**src/rtl/regfile_wb_arbiter_if.sv**
```systemverilog
// Writeback request bus from three sources plus the shared register-file write port.
interface regfile_wb_arbiter_if #(
  parameter int DATA_W = 32,
  parameter int ADDR_W = 5
);
  logic [2:0]          req_valid;
  logic [3*ADDR_W-1:0] req_waddr;
  logic [3*DATA_W-1:0] req_wdata;
  logic [2:0]          req_ready;
  logic                we;
  logic [ADDR_W-1:0]   waddr;
  logic [DATA_W-1:0]   wdata;
  logic [1:0]          grant_id;
  logic                starve_evt;

  // Arbiter side
  modport slave (
    input  req_valid, req_waddr, req_wdata,
    output req_ready, we, waddr, wdata, grant_id, starve_evt
  );

  // Sources / register-file side
  modport master (
    output req_valid, req_waddr, req_wdata,
    input  req_ready, we, waddr, wdata, grant_id, starve_evt
  );
endinterface

```
**src/rtl/regfile_wb_arbiter.sv**
```systemverilog
// Arbitrates the single register-file write port between ALU, load and mul/div
// writeback using fixed priority with aging; the winning write is registered.
module regfile_wb_arbiter #(
  parameter int DATA_W   = 32,
  parameter int ADDR_W   = 5,
  parameter int MAX_WAIT = 4,
  parameter int WAIT_W   = 3
) (
  input  logic                clk,
  input  logic                rst,
  input  logic                wb_en,
  regfile_wb_arbiter_if.slave bus
);

  typedef enum logic [1:0] {
    SRC_ALU    = 2'd0,
    SRC_LOAD   = 2'd1,
    SRC_MULDIV = 2'd2,
    SRC_NONE   = 2'd3
  } src_e;

  logic [WAIT_W-1:0] r_wait [3];
  logic              r_we;
  logic [ADDR_W-1:0] r_waddr;
  logic [DATA_W-1:0] r_wdata;
  src_e              r_gid;

  logic [2:0]        w_starved;
  logic [2:0]        w_grant;
  src_e              w_sel;
  logic              w_starve;
  logic [ADDR_W-1:0] w_sel_waddr;
  logic [DATA_W-1:0] w_sel_wdata;

  always_comb begin
    w_starved = '0;
    for (int unsigned i = 0; i < 3; i++)
      w_starved[i] = bus.req_valid[i] && (r_wait[i] == WAIT_W'(MAX_WAIT));
  end

  // A starved requester overrides the fixed priority; ties go to the lowest index.
  always_comb begin
    w_sel    = SRC_NONE;
    w_starve = 1'b0;
    if (rst && wb_en && (|bus.req_valid)) begin
      if (|w_starved) begin
        w_starve = 1'b1;
        if (w_starved[0])      w_sel = SRC_ALU;
        else if (w_starved[1]) w_sel = SRC_LOAD;
        else                   w_sel = SRC_MULDIV;
      end else if (bus.req_valid[0]) begin
        w_sel = SRC_ALU;
      end else if (bus.req_valid[1]) begin
        w_sel = SRC_LOAD;
      end else begin
        w_sel = SRC_MULDIV;
      end
    end
  end

  always_comb begin
    w_grant     = '0;
    w_sel_waddr = '0;
    w_sel_wdata = '0;
    for (int unsigned i = 0; i < 3; i++) begin
      if (w_sel == src_e'(i)) begin
        w_grant[i]  = 1'b1;
        w_sel_waddr = bus.req_waddr[i*ADDR_W +: ADDR_W];
        w_sel_wdata = bus.req_wdata[i*DATA_W +: DATA_W];
      end
    end
  end

  assign bus.req_ready  = w_grant;
  assign bus.starve_evt = w_starve;

  always_ff @(posedge clk or negedge rst) begin
    if (!rst) begin
      for (int unsigned i = 0; i < 3; i++) r_wait[i] <= '0;
    end else begin
      for (int unsigned i = 0; i < 3; i++) begin
        if (w_grant[i] || !bus.req_valid[i])
          r_wait[i] <= '0;
        else if (wb_en && (r_wait[i] != WAIT_W'(MAX_WAIT)))
          r_wait[i] <= r_wait[i] + 1'b1;
      end
    end
  end

  // Address 0 is consumed like any other write but never reaches the register file.
  always_ff @(posedge clk or negedge rst) begin
    if (!rst) begin
      r_we    <= 1'b0;
      r_waddr <= '0;
      r_wdata <= '0;
      r_gid   <= SRC_NONE;
    end else if (w_sel != SRC_NONE) begin
      r_we    <= |w_sel_waddr;
      r_waddr <= w_sel_waddr;
      r_wdata <= w_sel_wdata;
      r_gid   <= w_sel;
    end else begin
      r_we    <= 1'b0;
      r_gid   <= SRC_NONE;
    end
  end

  assign bus.we       = r_we;
  assign bus.waddr    = r_waddr;
  assign bus.wdata    = r_wdata;
  assign bus.grant_id = r_gid;

endmodule

```
**src/flat_wrapper.sv**
```systemverilog
// flat-port wrapper written by rule: the top's interface ports become plain ports
module regfile_wb_arbiter_flat 
#(
  parameter int DATA_W   = 32,
  parameter int ADDR_W   = 5,
  parameter int MAX_WAIT = 4,
  parameter int WAIT_W   = 3
)
  (clk, rst, wb_en, bus_req_valid, bus_req_waddr, bus_req_wdata, bus_req_ready, bus_we, bus_waddr, bus_wdata, bus_grant_id, bus_starve_evt);
  regfile_wb_arbiter_if #(.DATA_W(DATA_W), .ADDR_W(ADDR_W)) bus_i ();
  input  logic clk;
  input  logic rst;
  input  logic wb_en;
  input wire logic [$bits(bus_i.req_valid)-1:0] bus_req_valid;
  input wire logic [$bits(bus_i.req_waddr)-1:0] bus_req_waddr;
  input wire logic [$bits(bus_i.req_wdata)-1:0] bus_req_wdata;
  output wire logic [$bits(bus_i.req_ready)-1:0] bus_req_ready;
  output wire logic [$bits(bus_i.we)-1:0] bus_we;
  output wire logic [$bits(bus_i.waddr)-1:0] bus_waddr;
  output wire logic [$bits(bus_i.wdata)-1:0] bus_wdata;
  output wire logic [$bits(bus_i.grant_id)-1:0] bus_grant_id;
  output wire logic [$bits(bus_i.starve_evt)-1:0] bus_starve_evt;
  assign bus_i.req_valid = bus_req_valid;
  assign bus_i.req_waddr = bus_req_waddr;
  assign bus_i.req_wdata = bus_req_wdata;
  assign bus_req_ready = bus_i.req_ready;
  assign bus_we = bus_i.we;
  assign bus_waddr = bus_i.waddr;
  assign bus_wdata = bus_i.wdata;
  assign bus_grant_id = bus_i.grant_id;
  assign bus_starve_evt = bus_i.starve_evt;
  regfile_wb_arbiter #(.DATA_W(DATA_W), .ADDR_W(ADDR_W), .MAX_WAIT(MAX_WAIT), .WAIT_W(WAIT_W)) u_core (.clk(clk), .rst(rst), .wb_en(wb_en), .bus(bus_i));
endmodule
```
**config.mk**
```make
export PLATFORM = sky130hd
export DESIGN_NAME = regfile_wb_arbiter_flat
export DESIGN_NICKNAME = d
export VERILOG_FILES = /design/src/rtl/regfile_wb_arbiter_if.sv /design/src/rtl/regfile_wb_arbiter.sv /design/src/flat_wrapper.sv
export SDC_FILE = /design/constraint.sdc
export NUM_CORES = 1
export LEC_CHECK = 0
export ABC_CLOCK_PERIOD_IN_PS = 2500
export CAP_MARGIN = 20
export CELL_PAD_IN_SITES_DETAIL_PLACEMENT = 0
export CELL_PAD_IN_SITES_GLOBAL_PLACEMENT = 1
export CORE_MARGIN = 2
export CORE_UTILIZATION = 28
export CTS_CLUSTER_DIAMETER = 80
export DETAILED_ROUTE_END_ITERATION = 6
export PLACE_DENSITY_LB_ADDON = 0.1
export SKIP_LAST_GASP = 1
export SLEW_MARGIN = 20
export SYNTH_ARGS = -nofsm -noshare
export SYNTH_HDL_FRONTEND = slang
export SYNTH_SLANG_ARGS = --single-unit
```
**constraint.sdc**
```tcl
create_clock -name clk -period 2.5 [get_ports clk]
set_input_delay 0.625 -clock clk [delete_from_list [all_inputs] [get_ports clk]]
set_output_delay 0.625 -clock clk [all_outputs]
set_load 0.005 [all_outputs]
```
# After elaboration in Yosys (flattened, before gate mapping)
# Index checks and enable logic that the tools add are counted.
[totals]
ff_bits = 49
in_bits = 117
word_cells = 65
[classes]
addsub = 3
n_eq_ne = 9
n_mux = 25
reduce_logical = 21
[op_table]
columns = ["operator", "n"]
rows = [
  ["two-way mux 32 bit", 3],
  ["two-way mux 3 bit", 6],
  ["two-way mux 5 bit", 3],
  ["two-way mux 2 bit", 7],
  ["adder 3 x 1 -> 3 bit, second input constant", 3],
  ["equality test 3 bit, second input constant", 3],
  ["inequality test 3 bit, second input constant", 3],
  ["logical AND 1 bit", 8],
  ["two-way mux 1 bit", 6],
  ["nonzero test 2 bit", 3],
  ["OR reduction 3 bit", 2],
  ["OR reduction 5 bit", 1],
  ["zero test 1 bit", 3],
  ["logical OR 1 bit", 3],
  ["equality test 2 x 1 -> 1 bit, second input constant", 1],
  ["equality test 2 bit, second input constant", 1],
  ["zero test 2 bit", 1],
  ["inequality test 2 bit, second input constant", 1],
]

# Depth between registers and ports, before layout
[depth]
word_depth = 12
ltp_mapped = 9

# Worst setup path after synthesis
# Ideal clock, no wire load.
[synth_timing]
path_kind = "reg-to-output"
startpoint = "register u_core.r_wait[3] in the netlist's numbering"
endpoint = "output bus_req_ready[0]"
t_arrival_ns = 1.630
required_time_ns = 1.875
setup_slack_ns = 0.245
path_stages_with_launch = 9
path_buffers = 2
path_cell_list = "dfrtp_1 > inv_1 > ha_1 > and2_1 > o211ai_1 > buf_2 > nand2_2 > buf_2 > nor2_1"
[synth_between]
elab_chain_cells = 8
word_cells_on_any_way = 9
classes_between = "eq/ne (1); mux (5); reduce/logical (3)"
[synth_lines]
columns = ["element", "line", "text"]
rows = [
  ["start: declaration", "regfile_wb_arbiter.sv:22", "logic [WAIT_W-1:0] r_wait [3];"],
  ["start signal: indexed assignment", "regfile_wb_arbiter.sv:85", "r_wait[i] <= r_wait[i] + 1'b1;"],
  ["equality test 3 bit (*)", "regfile_wb_arbiter.sv:38", "w_starved[i] = bus.req_valid[i] && (r_wait[i] == WAIT_W'(MAX_WAIT));"],
  ["logical AND 1 bit (*)", "regfile_wb_arbiter.sv:38", ""],
  ["two-way mux 2 bit", "regfile_wb_arbiter.sv:49", "else if (w_starved[1]) w_sel = SRC_LOAD;"],
  ["two-way mux 2 bit", "regfile_wb_arbiter.sv:48", "if (w_starved[0]) w_sel = SRC_ALU;"],
  ["two-way mux 2 bit (*)", "regfile_wb_arbiter.sv:46", "if (|w_starved) begin"],
  ["two-way mux 2 bit (*)", "regfile_wb_arbiter.sv:45", "if (rst && wb_en && (|bus.req_valid)) begin"],
  ["zero test 2 bit (*)", "regfile_wb_arbiter.sv:66", "if (w_sel == src_e'(i)) begin"],
  ["two-way mux 1 bit (*)", "regfile_wb_arbiter.sv:66", ""],
  ["end: declaration", "flat_wrapper.sv:17", "output wire logic [$bits(bus_i.req_ready)-1:0] bus_req_ready;"],
]
# Every way passes the cells marked *; elsewhere a longest branch is shown, timed or not.

# Final worst setup path
[layout_timing]
startpoint = "input bus_req_valid[0]"
endpoint = "output bus_req_ready[1]"
[layout_between]
elab_chain_cells = 6
word_cells_on_any_way = 10
classes_between = "eq/ne (1); mux (5); reduce/logical (4)"
[layout_lines]
columns = ["element", "line", "text"]
rows = [
  ["start: declaration", "flat_wrapper.sv:14", "input wire logic [$bits(bus_i.req_valid)-1:0] bus_req_valid;"],
  ["logical AND 1 bit", "regfile_wb_arbiter.sv:38", ""],
  ["OR reduction 3 bit or two-way mux 2 bit (tied branches)", "regfile_wb_arbiter.sv:46, regfile_wb_arbiter.sv:48", ""],
  ["two-way mux 2 bit", "regfile_wb_arbiter.sv:46", ""],
  ["two-way mux 2 bit (*)", "regfile_wb_arbiter.sv:45", ""],
  ["equality test 2 x 1 -> 1 bit (*)", "regfile_wb_arbiter.sv:66", ""],
  ["two-way mux 1 bit (*)", "regfile_wb_arbiter.sv:66", ""],
]
# Marks and branches as above.

==> results.cfg <==
[run_status]
status = complete, no violations

[worst_setup_path]
r2r-end = u_core.bus.wdata[16]
regToRegSetupSlack_ns = 0.33
critPathCapture = bus_req_ready[1]
worstPathCellList = dlygate4sd2_1 -> a31oi_2 -> o211ai_1 -> buf_4 -> buf_4 -> nor2_2 -> clkbuf_2
critPathMaxFanout = 5
crit_path_frequent_cell = buf_4
worstPathRequired_ns = 1.88
cpMaxStageDelayCell = dlygate4sd2_1
timing.rr.start = u_core.r_wait[3]
crit_path_start = bus_req_valid[0]
worst_ep_arrival_time_ns = 1.77
cpPeakStageDelay_ns = 0.30
worst_r2r_path_depth = 8
worstSetupEndpointType = primary output
path_class = in2out
startpoint_type = input port

[global_route]
grt_pass1_vias = 3212
grt_pass1_wl_um = 16900
grt_overflow = 0
grt_use_total_pct = 19.1
antenna_found_initial = 0
grt_max_degree = 50

[placement]
routabilityCongestion = 0.763
placed_cells = 614
place_area_um2 = 4830
portBuffers = 160
dp_hpwl_um = 7590

[synthesis]
async_flop_share_pct = 100
synth_fp_nets = 429
synth.distinct_cells = 42
synth_area_um2 = 2900
ys_warn_count = 0
synthCells = 306
avgSynthCellArea_um2 = 9.46
ys_seq_area_share_pct = 42.4
ys.flop_type = dfrtp_1
synth_edf_count = 0
synth_seq_cells = 49

[power_and_ir_drop]
leakagePower_nw = 2.10
pwr_density_cell_nw_per_um2 = 485
power_mw = 2.43
peakVddDrop_mv = 0.204

[sta]
finalCritPeriodShare_pct = 95.9
maxSlewHeadroom_pct = 55.2
finalSetupTns_ns = 0
worst_pin_slew_ns = 0.672
finalHoldViolations = 0
fmax_mhz = 417
setup_viol = 0
min_period_ns = 2.40
hold_ws_ns = 0.487
fin_skew_ns = 0.0137
finalMaxSlewViolations = 0

[final_layout]
n_antenna_cell = 0
synthToLayoutAreaGrowth_pct = 73.0
final_nets = 612
final_layout_size_suffix_gt1_share_pct = 18.2
finalInstanceArea_um2 = 5010
final_cells = 626

[floorplan]
fp-row-count = 37
fp.coreArea_um2 = 10200
die_area_um2 = 11200
die_h_um = 106
die_w_um = 106
start_util_pct = 28.4
io_pins = 161

[routing]
viasPerCell = 4.82
drt_iter0_drc = 145
wl_per_cell_um = 16.6
dr_total_vias = 3018
wl_um = 10400
drcViolationCount = 0
drt.antenna.violating_nets = 0
dr.pass1.iters = 4

[clocking]
hold_buffers = 0
clockBufferDepth = 2
cts_sinks = 49
cts_buffers = 5
cts.clk_slew.worst_paths_ns = 0.09
cts.htree.levels = 2
insertion_delay_ns = 0.31
clockRootBuffer = clkbuf_8
cts_tree = yes

[hold_path]
worstHoldPathType = reg2reg
hold_start = u_core.bus.waddr[2]

[run]
maxCapViolations = 0
synthesized netlist by cell type (all sizes together), types with 2 or more instances:
cell / instances / area (um2)
o21ai: 31 / 163
inv: 6 / 22.5
and4b: 2 / 20.0
nor2: 10 / 37.5
ha: 6 / 75.1
and2: 3 / 18.8
or3: 3 / 18.8
dfrtp: 47 / 1180
a211oi: 11 / 82.6
clkbuf: 12 / 45.0
nand2: 49 / 186
o211ai: 25 / 273
dfstp: 2 / 52.6
nor3: 2 / 10.0
and3: 13 / 81.3
nand3: 27 / 140
o311ai: 3 / 26.3
buf: 11 / 78.8
xnor2: 3 / 26.3
a21oi: 4 / 20.0
a31oi: 2 / 12.5
mux2i: 24 / 240
worst min-delay path by stage:
stage                           end  slack, ns  depth (start not counted)
4_1_cts         u_core.bus.waddr[2]       0.49                          2
3_5_place_dp    u_core.bus.waddr[2]       0.47                          2
6_report        u_core.bus.waddr[2]       0.49                          2
5_1_grt        u_core.bus.wdata[17]       0.51                          2
3_3_place_gp    u_core.bus.wdata[6]       0.47                          2
2_1_floorplan   u_core.bus.waddr[0]       0.33                          0
cells in the final DEF (no fill, tap or decap), types with 5 or more instances in the layout:
| cell type | n |
|---|---|
| a211oi_1 | 11 |
| and3_1 | 13 |
| buf_4 | 37 |
| clkbuf_8 | 5 |
| clkdlybuf4s50_1 | 151 |
| dfrtp_1 | 47 |
| dlygate4sd2_1 | 5 |
| mux2i_1 | 24 |
| nand2_1 | 47 |
| nand3_1 | 26 |
| nor2_1 | 7 |
| o211ai_1 | 8 |
| o211ai_2 | 17 |
| o21ai_0 | 26 |
final cells by class:
type                    count  area, um2
well taps                 136        170
fillers                   999       5180
multi-input cells         228       1590
clock buffers               6       72.6
flip-flops and latches     49       1230
inverters                   6       22.5
clock inverters             2       38.8
repair buffers            199       1880
metal layers:
| layer | GRT usage (%) | vias to the layer above | part of all wire [%] |
|---|---|---|---|
| met5 | 0 | - | 0 |
| met4 | 3.95 | 0 | 0.91 |
| met3 | 3.28 | 7 | 5.5 |
| met2 | 32.4 | 103 | 48 |
| met1 | 25.5 | 1432 | 46 |
| li1 | - | 1476 | - |
flip-flops by register name, summed over array words and instances (netlist names):
register / count
u_core.r_wait: 9
u_core.bus.grant_id: 2
u_core.bus.wdata: 32
u_core.bus.waddr: 5
u_core.bus.we: 1
metrics by stage:
| stage | util [%] | setup slack [ns] |
|---|---|---|
| 6_report | 49.2 | 0.102 |
| 3_3_place_gp | 47.4 | -0.533 |
| 2_1_floorplan | - | 0.245 |
| 5_1_grt | 49.2 | -0.00509 |
| 4_1_cts | 49.0 | -0.0465 |
| 3_5_place_dp | 47.4 | -0.542 |
timing repair:
| item | CTS | global route |
|---|---|---|
| setup buffers | 3 | 1 |
| resized for setup | 18 | 13 |
| setup endpoints to repair | 4 | 3 |
| pin swaps | 2 | 1 |
worst max-delay path: cells and delay by family:
kind                   cells  cell delay, ns
buffers and inverters      4            0.73
AND/OR/NAND/NOR            1            0.11
AO/OA/AOI/OAI              2            0.31
cell families (layout without fill, tap and decap cells):
| kind of cell | count (synthesis) | after routing | synth area share [%] |
|---|---|---|---|
| compound gates | 83 | 83 | 22.2 |
| xor+xnor | 4 | 4 | 1.21 |
| fa+ha+maj | 6 | 6 | 2.59 |
| buf+inv | 29 | 213 | 5.06 |
| flops | 49 | 49 | 42.4 |
| mux | 24 | 24 | 8.30 |
| simple gates | 111 | 111 | 18.2 |
where the power goes:
| group | switching [mW] | internal, mW |
|---|---|---|
| Sequential | 0.0638 | 0.913 |
| Clock | 0.296 | 0.301 |
| Combinational | 0.330 | 0.524 |
No activity file was read; power rests on OpenSTA's default activity.
